## src/rtl/tff_pkg.sv

```systemverilog
// Shared types and default parameters for the TFF toggle-enable generator.
package tff_pkg;

   typedef enum logic [1:0] {
      IDLE  = 2'd0,
      PULSE = 2'd1,
      GAP   = 2'd2,
      DONE  = 2'd3
   } state_t;

   localparam int unsigned DEF_CNT_W   = 8;
   localparam int unsigned DEF_DEB_CYC = 4;

endpackage

```

## src/rtl/tff_toggle_gen_if.sv

```systemverilog
// Burst control and toggle-output bundle between a controller and tff_toggle_gen.
interface tff_toggle_gen_if
   import tff_pkg::*;
#(
   parameter int unsigned CNT_W = DEF_CNT_W
);
   logic             start;
   logic [CNT_W-1:0] burst_len;
   logic [CNT_W-1:0] gap;
   logic             t;
   logic             busy;
   logic             done;

   modport master (
      output start, burst_len, gap,
      input  t, busy, done
   );

   modport slave (
      input  start, burst_len, gap,
      output t, busy, done
   );
endinterface

```

## src/rtl/tff_req_debounce.sv

```systemverilog
// Manual request path: 2-flop synchroniser, DEB_CYC-sample debouncer and
// registered one-cycle pulse on each rising edge of the debounced level.
module tff_req_debounce
   import tff_pkg::*;
#(
   parameter int unsigned DEB_CYC = DEF_DEB_CYC
) (
   input  logic clk,
   input  logic rst,
   input  logic req_async,
   output logic level,
   output logic rise_pulse
);

   localparam int unsigned CW = $clog2(DEB_CYC) + 1;
   localparam logic [CW-1:0] LAST = CW'(DEB_CYC - 1);

   logic          s1;
   logic          s2;
   logic [CW-1:0] cnt;

   always_ff @(posedge clk) begin
      if (rst) begin
         s1         <= 1'b0;
         s2         <= 1'b0;
         level      <= 1'b0;
         rise_pulse <= 1'b0;
         cnt        <= '0;
      end else begin
         s1         <= req_async;
         s2         <= s1;
         rise_pulse <= 1'b0;
         if (s2 != level) begin
            // The DEB_CYC-th consecutive differing sample commits the new level.
            if (cnt == LAST) begin
               level      <= s2;
               cnt        <= '0;
               rise_pulse <= s2;
            end else begin
               cnt <= cnt + 1'b1;
            end
         end else begin
            cnt <= '0;
         end
      end
   end

endmodule

```

## src/rtl/tff_toggle_gen.sv

```systemverilog
// Generates the registered toggle enable t for a downstream TFF from a
// debounced manual request and a programmable pulse-burst FSM.
module tff_toggle_gen
   import tff_pkg::*;
#(
   parameter int unsigned CNT_W   = DEF_CNT_W,
   parameter int unsigned DEB_CYC = DEF_DEB_CYC
) (
   input  logic              clk,
   input  logic              rst,
   input  logic              req,
   tff_toggle_gen_if.slave   bus
);

   state_t           state, state_n;
   logic [CNT_W-1:0] rem, rem_n;
   logic [CNT_W-1:0] gcnt, gcnt_n;
   logic [CNT_W-1:0] gap_l, gap_n;
   logic             man_n;
   logic             deb_rise;
   logic             t_r, busy_r, done_r;

   tff_req_debounce #(
      .DEB_CYC (DEB_CYC)
   ) u_deb (
      .clk        (clk),
      .rst        (rst),
      .req_async  (req),
      .level      (),
      .rise_pulse (deb_rise)
   );

   always_ff @(posedge clk) begin
      if (rst) begin
         state  <= IDLE;
         rem    <= '0;
         gcnt   <= '0;
         gap_l  <= '0;
         t_r    <= 1'b0;
         busy_r <= 1'b0;
         done_r <= 1'b0;
      end else begin
         state  <= state_n;
         rem    <= rem_n;
         gcnt   <= gcnt_n;
         gap_l  <= gap_n;
         t_r    <= man_n | (state_n == PULSE);
         busy_r <= (state_n != IDLE);
         done_r <= (state_n == DONE);
      end
   end

   always_comb begin
      state_n = state;
      rem_n   = rem;
      gcnt_n  = gcnt;
      gap_n   = gap_l;
      man_n   = 1'b0;

      case (state)
         IDLE: begin
            // Start always wins over a coincident manual edge, which is dropped.
            man_n = deb_rise & ~bus.start;
            if (bus.start) begin
               if (bus.burst_len != '0) begin
                  rem_n   = bus.burst_len;
                  gap_n   = bus.gap;
                  state_n = PULSE;
               end else begin
                  state_n = DONE;
               end
            end
         end
         PULSE: begin
            rem_n = rem - 1'b1;
            if (rem == CNT_W'(1)) begin
               state_n = DONE;
            end else if (gap_l != '0) begin
               gcnt_n  = gap_l;
               state_n = GAP;
            end
         end
         GAP: begin
            gcnt_n = gcnt - 1'b1;
            if (gcnt == CNT_W'(1)) begin
               state_n = PULSE;
            end
         end
         DONE: begin
            state_n = IDLE;
         end
         default: begin
            state_n = IDLE;
         end
      endcase
   end

   assign bus.t    = t_r;
   assign bus.busy = busy_r;
   assign bus.done = done_r;

endmodule

```

## src/flat_wrapper.sv

```systemverilog
// flat-port wrapper written by rule: the top's interface ports become plain ports
module tff_toggle_gen_flat import tff_pkg::*;
#(
   parameter int unsigned CNT_W   = DEF_CNT_W,
   parameter int unsigned DEB_CYC = DEF_DEB_CYC
)
  (clk, rst, req, bus_start, bus_burst_len, bus_gap, bus_t, bus_busy, bus_done);
  tff_toggle_gen_if #(.CNT_W(CNT_W)) bus_i ();
  input  logic clk;
  input  logic rst;
  input  logic req;
  input wire logic [$bits(bus_i.start)-1:0] bus_start;
  input wire logic [$bits(bus_i.burst_len)-1:0] bus_burst_len;
  input wire logic [$bits(bus_i.gap)-1:0] bus_gap;
  output wire logic [$bits(bus_i.t)-1:0] bus_t;
  output wire logic [$bits(bus_i.busy)-1:0] bus_busy;
  output wire logic [$bits(bus_i.done)-1:0] bus_done;
  assign bus_i.start = bus_start;
  assign bus_i.burst_len = bus_burst_len;
  assign bus_i.gap = bus_gap;
  assign bus_t = bus_i.t;
  assign bus_busy = bus_i.busy;
  assign bus_done = bus_i.done;
  tff_toggle_gen #(.CNT_W(CNT_W), .DEB_CYC(DEB_CYC)) u_core (.clk(clk), .rst(rst), .req(req), .bus(bus_i));
endmodule
```

## config.mk

```make
export PLATFORM = sky130hd
export DESIGN_NAME = tff_toggle_gen_flat
export DESIGN_NICKNAME = d
export VERILOG_FILES = /design/src/rtl/tff_pkg.sv /design/src/rtl/tff_toggle_gen_if.sv /design/src/rtl/tff_req_debounce.sv /design/src/rtl/tff_toggle_gen.sv /design/src/flat_wrapper.sv
export SDC_FILE = /design/constraint.sdc
export NUM_CORES = 1
export LEC_CHECK = 0
export CAP_MARGIN = 30
export CORE_AREA = 4 4 96 53
export CTS_CLUSTER_SIZE = 8
export DETAILED_ROUTE_END_ITERATION = 8
export DIE_AREA = 0 0 100 57
export MAX_ROUTING_LAYER = met4
export PLACE_DENSITY_LB_ADDON = 0.25
export SLEW_MARGIN = 20
export SYNTH_ARGS = -nofsm -noshare
export SYNTH_HDL_FRONTEND = slang
export SYNTH_SLANG_ARGS = --single-unit
```

## constraint.sdc

```tcl
create_clock -name clk -period 2.2 [get_ports clk]
set_input_delay 0.55 -clock clk [delete_from_list [all_inputs] [get_ports clk]]
set_output_delay 0.55 -clock clk [all_outputs]
set_load 0.005 [all_outputs]
```

==> results of run 1 <==
==> flip-flops by register name, indices dropped and copies added, names as in the netlist <==
name                     flops
u_core.gcnt                  8
u_core.u_deb.s1              1
u_core.bus.t                 1
u_core.u_deb.rise_pulse      1
u_core.gap_l                 8
u_core.state                 2
u_core.bus.done              1
u_core.rem                   8
u_core.u_deb.level           1
u_core.bus.busy              1
u_core.u_deb.cnt             3
u_core.u_deb.s2              1
==> through the flow <==
stage	hold slack [ps]	total power, mW	setup WS (ps)	instance area [µm²]	utilization
4_1_cts	425.9	2.460	137.9	2303	0.5442
5_1_grt	446.8	2.634	50.02	2303	0.5442
2_1_floorplan	399.0	1.554	411.8	1847	-
3_3_place_gp	411.4	1.876	-36.32	2196	0.5188
3_5_place_dp	415.8	1.878	-148.7	2196	0.5188
6_report	422.1	2.466	152.9	2303	0.5442
==> report_power, final <==
group	internal [mW]	switching, mW
Clock	0.336	0.246
Sequential	0.773	0.113
Combinational	0.441	0.556
==> worst max-delay path: stages <==
cell and delay (ps):
clkdlybuf4s50_1 430, nor4_1 390, a21oi_1 170, or2_2 390
a221oi_1 310
==> placed cells by master, fill, tap and decap left out, types with 2 or more instances in the layout <==
master           instances
mux2i_1                  7
buf_4                   14
nand2_1                 15
or3_1                    2
o21a_1                   2
dfxtp_1                 36
o21ai_0                 20
nor2b_1                  4
nand3_1                  4
and3_1                   2
ha_1                     9
nor3_1                   7
o32ai_1                  3
o2bb2ai_1                2
clkbuf_8                 5
inv_1                   14
nor2_1                  31
nand2b_1                 3
o31a_1                   2
o211ai_1                 2
a21oi_1                 27
nor4_1                   6
clkdlybuf4s50_1         22
==> area by class of cell <==
type	instances	area (µm²)	area share
clock buffer	6	72.57	0.03150
clock inverter	2	35.03	0.01521
inverter	15	56.30	0.02444
multi-input combinational	168	1022	0.4438
sequential	36	720.7	0.3129
tap	57	71.32	0.03096
timing repair buffer	36	325.3	0.1412
==> final timing paths <==
| check | startpoint | to | slack, ps | depth (start not counted) |
|---|---|---|---|---|
| min reg2reg | u_core.u_deb.cnt[0] | u_core.u_deb.cnt[0] | 420 | 1 |
| max | bus_burst_len[5] | u_core.rem[0] | 150 | 5 |
| min | u_core.u_deb.cnt[0] | u_core.u_deb.cnt[0] | 420 | 1 |
| max reg2reg | u_core.rem[1] | u_core.gcnt[7] | 330 | 7 |
==> cells by family (layout without fill, tap and decap cells) <==
family                     after synthesis  in the layout
DFF                                     36             36
buffers and inverters                   25             59
muxes                                    8              8
and+or+nand+nor                         84             84
AOI/OAI and AO/OA                       66             66
adders and majority gates                9              9
xor gates and xnor gates                 1              1
==> metal layers <==
| layer | vias to the layer above | GRT usage | routed length [µm] |
|---|---|---|---|
| met5 | - | - | 0 |
| met4 | 0 | 0.06334 | 34 |
| met3 | 5 | 0.05250 | 332 |
| met2 | 55 | 0.2142 | 1694 |
| met1 | 794 | 0.2659 | 2419 |
| li1 | 879 | - | - |
==> metrics list, run 1 <==
* Clock buffers created by TritonCTS: 5
* Proportion of layout cells with a drive suffix above 1: 0.09886
- The share of synthesized area in the top cell type comes to 0.3902.
- The clock passes through at most 2 buffers.
* Gate Count Post-Synth: 229
* Actual transition at the worst max-transition pin: 442.4 ps
- EDFF count, synth: 0
- Routed len/inst: 14.00 µm
- Count of vias placed by the detailed router: 1733
* Boundary Pins: 23
* Remaining antenna violation count after routing: 0
* Final clock skew: 4.488 ps
- Crit share post-route: 0.9305
- Leakage Power: 0.8763 nW
* Share of flip-flops with an asynchronous set or reset after synthesis: 0
* Parity-gate share of the synthesized area counting xor and xnor cells: 0.004743
- Cell chosen for the clock root: clkbuf_8
* Number of core rows: 17
- Synth cell types: 44
- The clock reaches the later pin of the worst-skew pair after 290 ps.
- Dominant combinational cell family by area after synthesis: simple AND/OR/NAND/NOR gates
* Dominant synthesized flop cell: dfxtp_1
- The die covers 0.005700 mm².
- Critical Path RT: 2390 ps
- Wirelength, routed: 4.480 mm
* Maximum operating frequency: 488.5 MHz
* Antenna violations before repair: 0
- STA classifies the critical path endpoint as a flop.
- Mean post-synth cell area: 8.065 µm²
- Shortest period the worst path allows: 2047 ps
- Count of antenna diodes in the layout: 0
- CTS tree: yes
* Final setup violation count: 0
* Post-CTS Hold Fix Bufs: 0
* Tot GR Track Use: 0.1762
* Starting density of the core: 0.4363
- # Post-CTS Setup Buffers: 0
- Power per cell area: 1071 mW/mm²
- Synthesized area: 0.001847 mm²
- Detailed placement finished with a half-perimeter wire length of 3.343 mm.
- Number of placed instances, taps included: 312
* Yosys warning count: 0
* DRC marker count from the first detailed-route iteration: 101
- Post-synthesis mux area share: 0.04404
- For this run, the post-layout net count is 291.
- By startpoint and endpoint, the worst setup path is classified as in2reg.
- Fraction of the yosys area taken by sequential cells: 0.3902
- Top cells by area in the synthesized netlist: dfxtp_1 39%, a21oi_1 7.3%, nor2_1 6.3%
- Headroom to the max-slew limit came out at 0.7024.
* Dominant cell by count in the synthesized netlist: dfxtp_1
- Clock edge transition at the registers on the reported setup and hold paths: 80 ps
- Summed over all failing endpoints, the final setup total negative slack is 0 ps.
- Global routing finished with a remaining overflow of 0.
* Synth Net Count: 258
- Critical path data arrival time: 2240 ps
* Max IR drop VDD: 0.5546 mV
- Entering global routing, the biggest net connects 27 pins.
- The die is 100 µm wide.
* Share of synthesized cell area in full adder, half adder and majority cells: 0.06098
- Critical path peak fanout: 8
* Count of instances resized after the clock tree is built: 0
* Complex-gate fraction of the synthesized area: 0.2148
- Synth Area in Simple Gates: 0.2290
- Die Y: 57 µm
- The layout has 403 filler cells.
- The area growth from synthesis to layout is 24.73%.
* Global-route wire length before repair: 7.665 mm
* Drc violations: 0
- Leading cell types by count after synthesis: 36 x dfxtp_1, 31 x nor2_1, 27 x a21oi_1, 20 x o21ai_0, 15 x nand2_1
- The finished layout holds 320 standard cells, fillers aside.
- TritonCTS Sinks: 36
- Register bit total from synthesis: 36
- Result of the run: finished clean
- The final count of pins violating max slew came to 0.
- Library cell with the largest summed area after synthesis: dfxtp_1
* GPL Wtd Cong: 0.8293
- # port buffers: 22
- Max-cap check violation count: 0
* Total count of hold-check failures in the final report: 0
* Number of global-route vias before repair: 1580
- Before antenna repair, the detailed router went through 4 iterations.
* RSZ-0062 raised after global routing: no
- Worst hold path type: reg2reg
- The H-tree was split into 2 levels.
- In the routed layout, each cell is associated on average with a via count of 5.416.
- The worst setup path is launched from a primary input.
- Core region area: 0.004233 mm²
Note: power is estimated with default switching activity, not from simulation.
==> run 2: changes to the inputs <==
- PLACE_DENSITY: unset -> 0.75
- PLACE_DENSITY_LB_ADDON: 0.25 -> unset
==> run 2 against run 1 <==
Combinational power is 0.9% lower. Setup slack gained 8.9 ps. Global-route usage shrank 0.71 points. Via count rose by 1.2%. Clock-buffer cell count stayed put. Critical path depth up 1. Hold slack worse by 2.2 ps. Largest power group unchanged. Sequential power about the same. Highest routed layer unchanged.
==> metrics list, run 2 (synthesis gave the netlist of run 1 again) <==
- Actual transition at the worst max-transition pin: 458.0 ps (was 442.4 ps)
- The number of global-route vias before repair was 1566 (was 1580).
* Commonest non-fill, non-tap cells in the layout: 36 x dfxtp_1, 31 x nor2_1, 27 x a21oi_1, 22 x clkdlybuf4s50_1, 20 x o21ai_0 (unchanged)
- TritonCTS Sinks: 36 (unchanged)
* GPL Wtd Cong: 0.9461 (was 0.8293)
- Cell chosen for the clock root: clkbuf_8 (unchanged)
- Maximum number of pins on one net before global-route repair: 18 (was 27)
* # port buffers: 22 (unchanged)
- RSZ-0062 raised after global routing: no (unchanged).
- The area of the core region came to 0.004233 mm² (unchanged).
- Result of the run: finished clean (unchanged)
- Routed len/inst: 13.37 µm (was 14.00 µm)
- The count of nets after finishing was 293 (was 291).
- The number of standard-cell rows in the floorplan was 17 (unchanged).
- The clock insertion delay at the later pin of the skew report is 290 ps (about the same).
- Tot GR Track Use: 0.1691 (was 0.1762)
* Final clock skew: 3.910 ps (was 4.488 ps)
- Kind of end point of the critical path: flop (unchanged)
- The sum of net half-perimeters after detailed placement is 3.211 mm (was 3.343 mm).
- Die Y: 57 µm (unchanged)
- Post-layout util: 0.5492 (was 0.5442)
* Count of antenna diodes in the layout: 0 (unchanged)
- CTS tree: yes (unchanged)
- The max-cap check violation count came to 0 (unchanged).
- The remaining global-route overflow is 0 (unchanged).
- Wirelength, routed: 4.304 mm (was 4.480 mm)
- The standby leakage power was 0.8864 nW (was 0.8763 nW).
- Critical path peak fanout: 8 (unchanged)
* Clock edge transition at the registers on the reported setup and hold paths: 70 ps (was 80 ps)
- Max IR drop VDD: 0.5122 mV (was 0.5546 mV)
- The slowest stage cell on the critical path is clkdlybuf4s50_1 (unchanged).
* Final setup violation count: 0 (unchanged)
* Boundary Pins: 23 (unchanged)
* Worst hold path type: reg2reg (unchanged)
* Number of cells traversed by the worst register-to-register path: 7 (unchanged)
* Global-route wire length before repair: 7.445 mm (was 7.665 mm)
- The final number of hold-violating endpoints came to 0 (unchanged).
* Count of vias placed by the detailed router: 1753 (was 1733)
- Relative slew slack: 0.6919 (was 0.7024)
* Startpoint class of the critical path: primary input (unchanged)
- The leading cell type in the layout, fill and taps excluded is dfxtp_1 (unchanged).
- The overall power after layout is 2.446 mW (was 2.466 mW).
* Clock Tree Buf Depth: 2 (unchanged)
- The data arrival at the endpoint of the critical path is 2230 ps (was 2240 ps).
- The number of antenna violations at the first check in global routing is 0 (unchanged).
- Area taken by flip-flops and latches: 720.7 µm² (unchanged)
- The area used by multi-input combinational logic came to 0.001028 mm² (was 0.001022 mm²).
- Horizontal extent of the die: 100 µm (unchanged)
- The via density per instance was 5.444 (was 5.416).
* Longest individual stage delay on the worst path: 420 ps (was 430 ps)
* Proportion of layout cells with a drive suffix above 1: 0.1094 (was 0.09886)
* Drc violations: 0 (unchanged)
- DIE AREA: 0.005700 mm² (unchanged)
* Remaining antenna violation count after routing: 0 (unchanged)
* Shortest period the worst path allows: 2038 ps (was 2047 ps)
- The peak clock frequency supported by timing is 490.6 MHz (was 488.5 MHz).
- The effective utilization at floorplan is 0.4363 (unchanged).
- The violation count after the first detailed-route iteration was 161 (was 101).
- Area grow syn2layout: 25.88% (was 24.73%)
- H-tree Lvls: 2 (unchanged)
- Clock buffers created by TritonCTS: 5 (unchanged)
- The depth of the worst hold-timing path was 1 (unchanged).
* Critical Path RT: 2390 ps (about the same)
- The final-layout fill cell count is 383 (was 403).
- The final count of pins violating max slew is 0 (unchanged).
* Crit share post-route: 0.9264 (was 0.9305)
- Critical path class: in2reg (unchanged)
- The count of TritonRoute iterations in the first routing pass was 4 (unchanged).
- Ordered list of cells on the worst path: clkdlybuf4s50_1 > nor4_1 > buf_4 > a21oi_1 > or2_2 > a221oi_1 (was clkdlybuf4s50_1 > nor4_1 > a21oi_1 > or2_2 > a221oi_1)
* Power per cell area: 1052 mW/mm² (was 1071 mW/mm²)
* Largest regs: u_core.gap_l: 8 flops, u_core.gcnt: 8 flops, u_core.rem: 8 flops (unchanged)
## run 2: cell types whose count changed in the layout (fill, tap and decap cells not counted), sizes merged
cell / change
buf: +2
## run 2: metal layers
metal  up-vias  global-route usage  part of all wire
li1        881                   -                 -
met5         -                   -                 0
met3         4             0.05006              0.11
met2        81              0.2104              0.36
met1       787              0.2481              0.52
met4         0             0.06910             0.010
## run 2: what timing repair did
action,in CTS,in global routing
setup endpoints to repair,0,1
hold buffers,0,0
resized for setup,0,1
endpoints found under the hold margin,0,0
buffers inserted,0,0
## run 2: final cells by class
class | instances | share of cell area
flip-flops and latches | 36 | 0.3100
well taps | 57 | 0.03068
clock inverters | 2 | 0.01507
repair buffers | 38 | 0.1464
clock buffers | 6 | 0.03122
multi-input cells | 168 | 0.4424
inverters | 15 | 0.02422
## run 2: worst paths after layout
check	start	end	slack (ps)
setup reg to reg	u_core.state[0]	u_core.rem[0]	360
hold reg to reg	u_core.u_deb.cnt[0]	u_core.u_deb.cnt[0]	420
setup / recovery	bus_burst_len[1]	u_core.rem[0]	160
hold / removal	u_core.u_deb.cnt[0]	u_core.u_deb.cnt[0]	420
## run 2: report_power, final
| group | switching [mW] | internal [mW] | leakage [nW] |
|---|---|---|---|
| sequential | 0.113 | 0.773 | 0.294 |
| clock | 0.234 | 0.336 | 0.0552 |
| combinational | 0.546 | 0.443 | 0.537 |
| total | 0.894 | 1.55 | 0.886 |
## run 2: metrics by stage
step	std cells	cell area, µm²	TNS (ps)	hold slack [ps]	worst slack [ps]
after detailed placement	314	2211	-248.6	413.2	-138.3
final	322	2325	0	419.9	161.8
after CTS	322	2318	0	429.2	161.8
after global routing	322	2325	0	447.5	9.873
after global placement	314	2211	-33.89	412.8	-33.89
after floorplan	229	1847	0	399.0	411.8
## run 2: critical path, delay by kind of cell
| kind | cells | cell delay (ps) |
|---|---|---|
| AND/OR/NAND/NOR | 2 | 670 |
| buffers and inverters | 2 | 590 |
| AO/OA/AOI/OAI | 2 | 400 |
